File: src/rtl/brr_pkg.sv
// -----------------------------------------------------------------------------
// brr_pkg
// Shared definitions for the sequential rotate/shift-right unit (brr_seq).
//   - Opcode encodings accepted on i_op.
//   - FSM state encoding used by the sequencer.
//   - A small helper that returns the per-request step count.
// -----------------------------------------------------------------------------
package brr_pkg;

  // Operation encodings (2-bit i_op).
  localparam logic [1:0] OP_ROR  = 2'b00;  // rotate right, bit0 wraps to MSB
  localparam logic [1:0] OP_SRL  = 2'b01;  // logical shift right, 0 enters MSB
  localparam logic [1:0] OP_SRA  = 2'b10;  // arithmetic shift right, MSB replicated
  localparam logic [1:0] OP_PASS = 2'b11;  // pass-through, operand unchanged

  // Sequencer states.
  typedef enum logic {
    ST_IDLE  = 1'b0,
    ST_SHIFT = 1'b1
  } state_e;

  // Pass-through requests never step, whatever amount came with them.
  function automatic logic force_zero_cnt(input logic [1:0] op);
    return (op == OP_PASS);
  endfunction

endpackage : brr_pkg

File: src/rtl/brr_step.sv
// -----------------------------------------------------------------------------
// brr_step
// Combinational single-position right step of the rotate/shift unit.
//   ROR  : data rotates right by one, bit0 re-enters at the MSB.
//   SRL  : data shifts right by one, a zero enters at the MSB.
//   SRA  : data shifts right by one, the MSB is replicated.
//   PASS : data is returned unchanged.
//
// Parameters
//   WIDTH   data width in bits
// Ports
//   data_i  [WIDTH-1:0]  value before the step
//   op_i    [1:0]        operation select (brr_pkg OP_*)
//   data_o  [WIDTH-1:0]  value after one step
// -----------------------------------------------------------------------------
module brr_step
  import brr_pkg::*;
#(
  parameter int WIDTH = 32
) (
  input  logic [WIDTH-1:0] data_i,
  input  logic [1:0]       op_i,
  output logic [WIDTH-1:0] data_o
);

  // Bit that enters the MSB position for each operation.
  logic msb_in;

  always_comb begin
    // NOTE: every variable assigned in always_comb gets a default first so no
    // path leaves it unassigned; otherwise synthesis infers a latch.
    msb_in = 1'b0;
    data_o = data_i;
    unique case (op_i)
      OP_ROR:  msb_in = data_i[0];
      OP_SRL:  msb_in = 1'b0;
      OP_SRA:  msb_in = data_i[WIDTH-1];
      OP_PASS: msb_in = 1'b0;
      default: msb_in = 1'b0;
    endcase
    if (op_i != OP_PASS) begin
      data_o = {msb_in, data_i[WIDTH-1:1]};
    end
  end

endmodule : brr_step

File: src/rtl/brr_seq.sv
// -----------------------------------------------------------------------------
// brr_seq
// Sequential barrel rotate/shift-right unit. One request is accepted through a
// start/busy/done handshake; the operand is stepped right one position per
// clock (ROR, SRL or SRA) until the amount is exhausted, then the result is
// registered and held until the next accepted request completes.
//
// Build option
//   BRR_FAST_EN  when defined, the SHIFT state performs the whole log2(WIDTH)-
//                stage barrel operation in a single clock, so o_done always
//                follows the first edge after acceptance. Results are
//                identical to the iterative build; only o_done timing differs.
//
// Parameters
//   WIDTH     operand/result width (default 32)
//   AW        shift-amount width, $clog2(WIDTH) (derived, not overridden)
// Ports
//   i_clk     clock, rising edge
//   i_rst_n   asynchronous active-low reset
//   i_start   request strobe, sampled only while o_busy = 0
//   i_op      [1:0] 00 ROR, 01 SRL, 10 SRA, 11 pass-through
//   i_b       [WIDTH-1:0] operand
//   sel_a     [AW-1:0] shift amount (modulo WIDTH by width)
//   o_busy    operation in progress
//   o_done    one-cycle pulse, o_result is valid
//   o_result  [WIDTH-1:0] result, held until the next completion
// -----------------------------------------------------------------------------
module brr_seq
  import brr_pkg::*;
#(
  parameter  int WIDTH = 32,
  localparam int AW    = $clog2(WIDTH)
) (
  input  logic             i_clk,
  input  logic             i_rst_n,
  input  logic             i_start,
  input  logic [1:0]       i_op,
  input  logic [WIDTH-1:0] i_b,
  input  logic [AW-1:0]    sel_a,
  output logic             o_busy,
  output logic             o_done,
  output logic [WIDTH-1:0] o_result
);

  state_e           state_q;
  logic [WIDTH-1:0] sr_q;       // working shift register
  logic [AW-1:0]    cnt_q;      // remaining step count
  logic [1:0]       op_q;       // operation captured at acceptance
  logic             busy_q;
  logic             done_q;
  logic [WIDTH-1:0] result_q;

  // Value the shift register takes on the next SHIFT edge.
  logic [WIDTH-1:0] step_d;

`ifdef BRR_FAST_EN
  // Full barrel: stage k applies 2^k single steps when bit k of the count is
  // set. Each stage is a chain of brr_step instances so the per-bit behaviour
  // is shared with the iterative build and results stay bit-identical.
  logic [WIDTH-1:0] stage_w [AW+1];

  assign stage_w[0] = sr_q;

  for (genvar k = 0; k < AW; k++) begin : g_stage
    localparam int REPS = 1 << k;
    logic [WIDTH-1:0] chain_w [REPS+1];

    assign chain_w[0] = stage_w[k];

    for (genvar j = 0; j < REPS; j++) begin : g_rep
      brr_step #(
        .WIDTH (WIDTH)
      ) u_step (
        .data_i (chain_w[j]),
        .op_i   (op_q),
        .data_o (chain_w[j+1])
      );
    end

    assign stage_w[k+1] = cnt_q[k] ? chain_w[REPS] : stage_w[k];
  end

  assign step_d = stage_w[AW];
`else
  brr_step #(
    .WIDTH (WIDTH)
  ) u_step (
    .data_i (sr_q),
    .op_i   (op_q),
    .data_o (step_d)
  );
`endif

  // Sequencer with registered outputs.
  always_ff @(posedge i_clk or negedge i_rst_n) begin
    if (!i_rst_n) begin
      state_q  <= ST_IDLE;
      sr_q     <= '0;
      cnt_q    <= '0;
      op_q     <= OP_ROR;
      busy_q   <= 1'b0;
      done_q   <= 1'b0;
      result_q <= '0;
    end else begin
      // NOTE: sequential state uses non-blocking assignments so every register
      // samples the pre-edge values; blocking here would create order-dependent
      // simulation and a mismatch with synthesized hardware.
      done_q <= 1'b0;  // o_done is a single-cycle pulse unless re-asserted below

      unique case (state_q)
        ST_IDLE: begin
          if (i_start) begin
            sr_q    <= i_b;
            cnt_q   <= force_zero_cnt(i_op) ? '0 : sel_a;
            op_q    <= i_op;
            busy_q  <= 1'b1;
            state_q <= ST_SHIFT;
          end
        end

        ST_SHIFT: begin
`ifdef BRR_FAST_EN
          // Whole amount applied in one edge; cnt = 0 leaves the value as is.
          sr_q     <= step_d;
          cnt_q    <= '0;
          result_q <= step_d;
          done_q   <= 1'b1;
          busy_q   <= 1'b0;
          state_q  <= ST_IDLE;
`else
          if (cnt_q == '0) begin
            // Zero amount or pass-through: finish on the first SHIFT edge
            // with the unstepped operand.
            result_q <= sr_q;
            done_q   <= 1'b1;
            busy_q   <= 1'b0;
            state_q  <= ST_IDLE;
          end else begin
            sr_q  <= step_d;
            cnt_q <= cnt_q - AW'(1);
            // Last step: publish the stepped value on this same edge so the
            // request completes after exactly n edges.
            if (cnt_q == AW'(1)) begin
              result_q <= step_d;
              done_q   <= 1'b1;
              busy_q   <= 1'b0;
              state_q  <= ST_IDLE;
            end
          end
`endif
        end

        default: state_q <= ST_IDLE;
      endcase
    end
  end

  assign o_busy   = busy_q;
  assign o_done   = done_q;
  assign o_result = result_q;

endmodule : brr_seq

File: config.mk
export PLATFORM = sky130hd
export DESIGN_NAME = brr_seq
export DESIGN_NICKNAME = d
export VERILOG_FILES = /design/src/rtl/brr_pkg.sv /design/src/rtl/brr_step.sv /design/src/rtl/brr_seq.sv
export SDC_FILE = /design/constraint.sdc
export NUM_CORES = 1
export LEC_CHECK = 0
export BUFFER_PORTS_ARGS = -buffer_cell sky130_fd_sc_hd__buf_2
export CORE_ASPECT_RATIO = 1.25
export CORE_MARGIN = 8
export CORE_UTILIZATION = 55
export DETAILED_ROUTE_END_ITERATION = 12
export GPL_TIMING_DRIVEN = 1
export PLACE_DENSITY = 0.79
export SLEW_MARGIN = 15
export SYNTH_ARGS = -nofsm -noshare
export SYNTH_HDL_FRONTEND = slang
export SYNTH_HIERARCHICAL = 1
export SYNTH_SLANG_ARGS = --single-unit
File: constraint.sdc
create_clock -name i_clk -period 4.2 [get_ports i_clk]
set_input_delay 0.42 -clock i_clk [delete_from_list [all_inputs] [get_ports i_clk]]
set_output_delay 0.42 -clock i_clk [all_outputs]
set_load 0.03 [all_outputs]
==> out/metrics.csv, run 1 <==
metric;value;unit
async_reset_ff_frac;1.00;
dpl-instance-area;4680;µm²
reg2reg_slack;1.45;ns
synth_area_per_cell;14.6;µm²
finalSetupViolations;0;
resized_after_cts;0;
port-buffer-count;75;
synth_fp_nets;336;
layout_commonest_cell;sky130_fd_sc_hd__mux2_2;
top_level_ports;76;
num_vias;2567;
crit_required;4.44;ns
synth.yosys.seq_area_share;0.434;
clk_transition_reported_paths;0.08;ns
finalHoldViolations;0;
insertedDiodeCount;0;
globalRouteOverflowTotal;0;
clock_path_buffers;2;
die_h;114;µm
chipWidth;94.8;µm
antenna_found_initial;0;
cts_buffers;9;
fin_total_pwr;4.60;mW
synthToLayoutAreaGrowth;13.4;%
crit_path_end_kind;flip-flop;
tritoncts;yes;
drt_iter0_drc;77;
synth_enable_flop_cells;0;
total_standard_cell_area_after_synthesis;4270;µm²
fp.coreArea;7660;µm²
fin_skew;0.0100;ns
worst_slack;1.45;ns
worst-r2r-cell-count;4;
synth_top_cells_by_area;sky130_fd_sc_hd__dfrtp_1, sky130_fd_sc_hd__mux2_2, sky130_fd_sc_hd__mux2_4, sky130_fd_sc_hd__mux2_1, sky130_fd_sc_hd__buf_6;
synth_ff_type;sky130_fd_sc_hd__dfrtp_1;
floorplan.die_area;10800;µm²
placedCellCount;449;
remaining_drc_errors;0;
detail_route.wl_per_cell;18.0;µm
detailedRoute.firstPassIterationCount;4;
fin_hold_ws;0.193;ns
cts_hold_buf;0;
fin_setup_tns;0;ns
clock_net_sink_count;74;
timing_max_transition_violations_final;0;
num-nets-final;409;
cts_htree_levels;3;
groute.usage.overall;0.165;
hold_path.class;in2async;
yosys.area.top_type;sky130_fd_sc_hd__dfrtp_1;
postCtsSetupBuffers;0;
dp_hpwl;5.60;mm
timing.critical_path.fanout_max;43;
fp-row-count;36;
vdd_drop_max;0.498;mV
cellPowerDensity;951;nW/µm²
ant_nets;0;
finalWirelength;8.36;mm
grt_pass1_vias;2819;
netlist.area_leader.share;0.434;
grt_start_max_net_pins;75;
ys_ff_latch;74;
finish.utilization;0.632;
floorplan.initialDensity;0.557;
crit_start_category;flip-flop;
post_route_cells_drive_above_1_share;0.681;
clock-root-buffer;sky130_fd_sc_hd__clkbuf_8;
grt_pass1_wl;13.9;mm
finalInstanceArea;4840;µm²
max_slew_margin;0.287;
clock_insertion_delay_worst_skew;0.35;ns
filler_cell_count_in_the_final_layout;596;
power_leakage;2.33;nW
dpl_worst_slack;1.43;ns
final_cell_count_without_fillers;465;
period_minus_slack;2.75;ns
status;complete, no violations;
critical_setup_path_kind;reg2reg;
crit_arrival;2.99;ns
syn_inst;292;
max_cap_violations;0;
post_drt_via_cell_ratio;5.52;
commonest_cells_after_routing_fill_and_taps_aside;sky130_fd_sc_hd__mux2_2, sky130_fd_sc_hd__buf_2, sky130_fd_sc_hd__dfrtp_1;
yosysUniqueCellTypes;30;
rsz0062_at_grt;no;
worst_slew_pin_slew;1.07;ns
place_congestion;0.768;
maxClockFrequency;0.364;GHz
synthesis.yosys.warnings;6;
layout_worst_path_cycle_share;0.654;
## flip-flops by register name, indices dropped and copies added (netlist names)
signal	count
state_q	1
o_result	32
o_busy	1
cnt_q	5
o_done	1
sr_q	32
op_q	2
## final cells by class
cell class | instances | area (µm²) | share of cell area
Inverter | 4 | 15.0 | 0.00310
Timing Repair Buffer | 79 | 408 | 0.0843
Sequential cell | 74 | 1850 | 0.383
Clock inverter | 3 | 17.5 | 0.00362
Multi-Input combinational cell | 197 | 2290 | 0.473
Tap cell | 95 | 119 | 0.0246
Clock buffer | 13 | 139 | 0.0287
## per-layer routing
| layer | GRT usage | up-vias | wire, µm |
|---|---|---|---|
| met4 | 0.0919 | 0 | 234 |
| li1 | - | 1211 | - |
| met3 | 0.0269 | 15 | 282 |
| met5 | 0 | - | 0 |
| met1 | 0.202 | 1292 | 3700 |
| met2 | 0.267 | 49 | 4150 |
## cell families after synthesis
kind of cell    Yosys count  share of synthesized area
compound gates           12                     0.0220
fa+ha+maj                 2                    0.00586
buf+inv                  21                     0.0317
flops                    74                      0.434
mux                     162                      0.471
simple gates             21                     0.0352
## critical path: stages, from the launching register on
cell                      delay (ns)
sky130_fd_sc_hd__dfrtp_2        1.01
sky130_fd_sc_hd__nor2_1         0.22
sky130_fd_sc_hd__a21oi_4        0.58
sky130_fd_sc_hd__buf_4          0.44
sky130_fd_sc_hd__mux2_2         0.37
## path summary, 6_finish.rpt
path	startpoint	end
worst max-delay path	state_q$_DFF_PN0_	sr_q[28]$_DFFE_PN0P_
worst min register to register	o_result[0]$_DFFE_PN0P_	o_result[0]$_DFFE_PN0P_
worst max register to register	state_q$_DFF_PN0_	sr_q[28]$_DFFE_PN0P_
max in group asynchronous	i_rst_n	state_q$_DFF_PN0_
min in group i_clk	sel_a[4]	cnt_q[4]$_DFFE_PN0P_
worst min-delay path	i_rst_n	o_done$_DFF_PN0_
## synthesized netlist by cell type, types with 2 or more instances
cell	instances
sky130_fd_sc_hd__mux2_2	103
sky130_fd_sc_hd__dfrtp_1	74
sky130_fd_sc_hd__mux2_4	50
sky130_fd_sc_hd__mux2_1	8
sky130_fd_sc_hd__buf_2	6
sky130_fd_sc_hd__buf_6	6
sky130_fd_sc_hd__nor2_1	5
sky130_fd_sc_hd__clkbuf_1	4
sky130_fd_sc_hd__inv_1	4
sky130_fd_sc_hd__nand2b_1	4
sky130_fd_sc_hd__a31oi_1	3
sky130_fd_sc_hd__nor2b_1	3
sky130_fd_sc_hd__a311oi_1	2
sky130_fd_sc_hd__ha_1	2
sky130_fd_sc_hd__nand2_1	2
sky130_fd_sc_hd__nor4b_4	2
## power by group
part	internal [mW]	switching, mW	leakage (nW)	total [mW]
logic	1.59	1.09	1.37	2.67
clock network	0.214	0.259	0.0774	0.473
registers	1.10	0.361	0.888	1.46
Power figures use the tool's default switching activity.
==> run 2: changes to the inputs <==
Settings changed: ABC_AREA set to 1, PLACE_DENSITY 0.79 to 0.78.
Clock period 4.2 ns to 2.8 ns, I/O delays scaled along.
==> out/metrics.csv, run 2 <==
metric;value;unit;change
status;complete, no violations;;
synth_top_cells_by_area;sky130_fd_sc_hd__dfrtp_1, sky130_fd_sc_hd__nand2_1, sky130_fd_sc_hd__nand3_1, sky130_fd_sc_hd__clkbuf_8, sky130_fd_sc_hd__buf_2;;
fin_setup_tns;0;ns;unchanged
post_synth_fa_ha_maj_area_fraction;0.00566;;-0.000204
floorplan.initialDensity;0.567;;+0.0101
finalHoldViolations;0;;unchanged
critical_setup_path_kind;reg2reg;;
insertedDiodeCount;0;;unchanged
r2r_start;state_q$_DFF_PN0_;;
synth_compound_gate_area_share;0.0116;;-0.0104
seqCellArea;1850;µm²;unchanged
worst-r2r-cell-count;4;;unchanged
power_switching_share;0.531;;+0.160
groute.usage.overall;0.217;;+0.0524
yosys.area.top_type;sky130_fd_sc_hd__dfrtp_1;;
grt_start_max_net_pins;75;;unchanged
timing_max_transition_violations_final;0;;unchanged
multi_input_comb_area;2220;µm²;-2.8%
filler_cell_count_in_the_final_layout;750;;+26%
crit_start_category;flip-flop;;
total_standard_cell_area_after_synthesis;4420;µm²;+3.6%
post_route_cells_drive_above_1_share;0.162;;-0.519
floorplan.die_area;11200;µm²;+3.1%
top_level_ports;76;;unchanged
hold_path.class;in2async;;
detailedRoute.firstPassIterationCount;8;;+4
power.internal;3.06;mW;+5.7%
syn_inst;656;;+120%
cell_at_the_slowest_stage_of_the_critical_path;sky130_fd_sc_hd__dfrtp_2;;
share_clk_of_total_power;0.115;;+0.012
num-nets-final;751;;+84%
cts_buffers;9;;unchanged
yosysUniqueCellTypes;19;;-37%
max_slew_margin;0.375;;+0.0880
synth_ff_type;sky130_fd_sc_hd__dfrtp_1;;
synthMuxAreaShare;0.00509;;-0.466
clk_transition_reported_paths;0.08;ns;about the same
max_cap_violations;0;;unchanged
period_minus_slack;2.08;ns;-0.663 ns
netlist.area_leader.share;0.419;;-0.0151
grt.met2_usage;0.358;;+0.0906
synthToLayoutAreaGrowth;9.45;%;
vdd_drop_max;0.764;mV;+54%
synth_most_common_cell;sky130_fd_sc_hd__nand2_1;;
async_reset_ff_frac;1.00;;unchanged
comb_power_share;0.575;;-0.006
maxClockFrequency;0.480;GHz;+32%
crit_required;3.03;ns;-1.41 ns
layout_worst_path_cycle_share;0.744;;+0.0901
synth_top_family_by_area;simple AND/OR/NAND/NOR gates;;
clock-root-buffer;sky130_fd_sc_hd__clkbuf_8;;
reg2reg_slack;0.72;ns;-0.74 ns
finalSetupViolations;0;;unchanged
detail_route.wl_per_cell;14.3;µm;-21%
grtUsageMet1;0.269;;+0.0672
clock_net_sink_count;74;;unchanged
resized_after_cts;0;;unchanged
die_h;116;µm;+1.5%
globalRoute.busiestLayer;met2;;
chipWidth;96.2;µm;+1.5%
cts_htree_levels;3;;unchanged
clock_path_buffers;2;;unchanged
layout_commonest_cell;sky130_fd_sc_hd__nand2_1;;
post_drt_via_cell_ratio;5.41;;-2.0%
clock_insertion_delay_worst_skew;0.35;ns;about the same
dp_hpwl;7.23;mm;+29%
crit_path_cell_trace;buf_4, nand2_2, nand2_1, nand2_1;;
total_switching_power;3.47;mW;+100%
worst_slew_pin_slew;0.938;ns;-0.128 ns
place_congestion;0.786;;+2.3%
critical_path.max_stage_delay;0.63;ns;-0.38 ns
ant_nets;0;;unchanged
synth_area_per_cell;6.74;µm²;-54%
commonest_cells_after_routing_fill_and_taps_aside;sky130_fd_sc_hd__nand2_1, sky130_fd_sc_hd__nand3_1, sky130_fd_sc_hd__buf_2;;
timing.critical_path.fanout_max;48;;+12%
postCtsSetupBuffers;0;;unchanged
power_leakage;2.90;nW;+24%
globalRouteOverflowTotal;0;;unchanged
synth_fp_nets;700;;+110%
post_synth_and_or_nand_nor_area_fraction;0.480;;+0.445
ys_top_cells_by_count;sky130_fd_sc_hd__nand2_1, sky130_fd_sc_hd__nand3_1, sky130_fd_sc_hd__dfrtp_1, sky130_fd_sc_hd__buf_2, sky130_fd_sc_hd__nand2_2;;
post_synth_xor_area_fraction;0;;unchanged
grt_pass1_wl;19.5;mm;+40%
fin_skew;0.0127;ns;+0.00269 ns
worst_path_dominant_cell_family;simple AND/OR/NAND/NOR gates;;
antenna_found_initial;0;;unchanged
crit_arrival;2.31;ns;-0.68 ns
synthesis.yosys.warnings;6;;unchanged
synth_enable_flop_cells;0;;unchanged
fin_total_pwr;6.53;mW;+42%
fp.coreArea;7790;µm²;+1.8%
power.sequential.fraction;0.310;;-0.006
remaining_drc_errors;0;;unchanged
port-buffer-count;75;;unchanged
grt_pass1_vias;4293;;+52%
finalWirelength;11.5;mm;+37%
cts_hold_buf;0;;unchanged
r2r_end;o_result[21]$_DFFE_PN0P_;;
crit_top_cell;sky130_fd_sc_hd__nand2_1;;
groute.layer.met3.usage;0.0386;;+0.0117
num_vias;4344;;+69%
drt_iter0_drc;362;;+370%
tritoncts;yes;;
rsz0062_at_grt;no;;
fp-row-count;36;;unchanged
cp_num_buf_inv;1;;unchanged
crit_path_end_kind;flip-flop;;
ys_ff_latch;74;;unchanged
synth.yosys.seq_area_share;0.419;;-0.0151
cellPowerDensity;1350;nW/µm²;+42%
[run 2: worst max-delay path by stage]
stage                         startpoint                       end  slack (ns)  cells past startpoint
global route        cnt_q[0]$_DFFE_PN0P_  o_result[28]$_DFFE_PN0P_        0.49                      9
detailed placement     state_q$_DFF_PN0_   o_result[0]$_DFFE_PN0P_        0.70                      4
CTS                    state_q$_DFF_PN0_   o_result[0]$_DFFE_PN0P_        0.70                      4
floorplan           cnt_q[0]$_DFFE_PN0P_       sr_q[8]$_DFFE_PN0P_        1.24                     11
global placement       state_q$_DFF_PN0_  o_result[22]$_DFFE_PN0P_        0.79                      4
finish                 state_q$_DFF_PN0_  o_result[21]$_DFFE_PN0P_        0.72                      4
[run 2: power groups by stage]
stage          registers [mW]  clock network [mW]  logic (mW)
2_1_floorplan            2.28                   0        2.78
3_3_place_gp             2.03                   0        3.66
3_5_place_dp             2.03                   0        3.76
4_1_cts                  2.02               0.755        3.77
5_1_grt                  2.10               0.802        4.26
6_report                 2.03               0.748        3.76
[run 2: area by class of cell]
class | count | share of cell area
Multi-Input combinational cell | 530 | 0.459
Sequential cell | 74 | 0.383
Timing Repair Buffer | 85 | 0.0936
Clock buffer | 12 | 0.0341
Tap cell | 95 | 0.0246
Inverter | 7 | 0.00543
[run 2: through the flow]
step	instances	setup WS, ns	cell area, µm²	hold WS, ns	utilization
after floorplan	656	1.24	4420	-0.0156	-
after global placement	791	0.785	4670	0.453	0.600
after detailed placement	791	0.700	4670	0.459	0.600
after CTS	803	0.701	4840	0.110	0.621
after global routing	803	0.490	4840	0.154	0.621
final	803	0.717	4840	0.0641	0.621
[run 2: per-layer routing]
metal,share of wire,wire [µm]
met1,0.41,4680
met2,0.50,5680
met3,0.077,881
met4,0.020,232
met5,0,0
[run 2: cell families (layout without fill, tap and decap cells)]
| family | count (synthesis) | in the layout |
|---|---|---|
| compound gates | 9 | 9 |
| simple gates | 517 | 517 |
| flops | 74 | 74 |
| fa+ha+maj | 2 | 2 |
| buf+inv | 52 | 104 |
| mux | 2 | 2 |
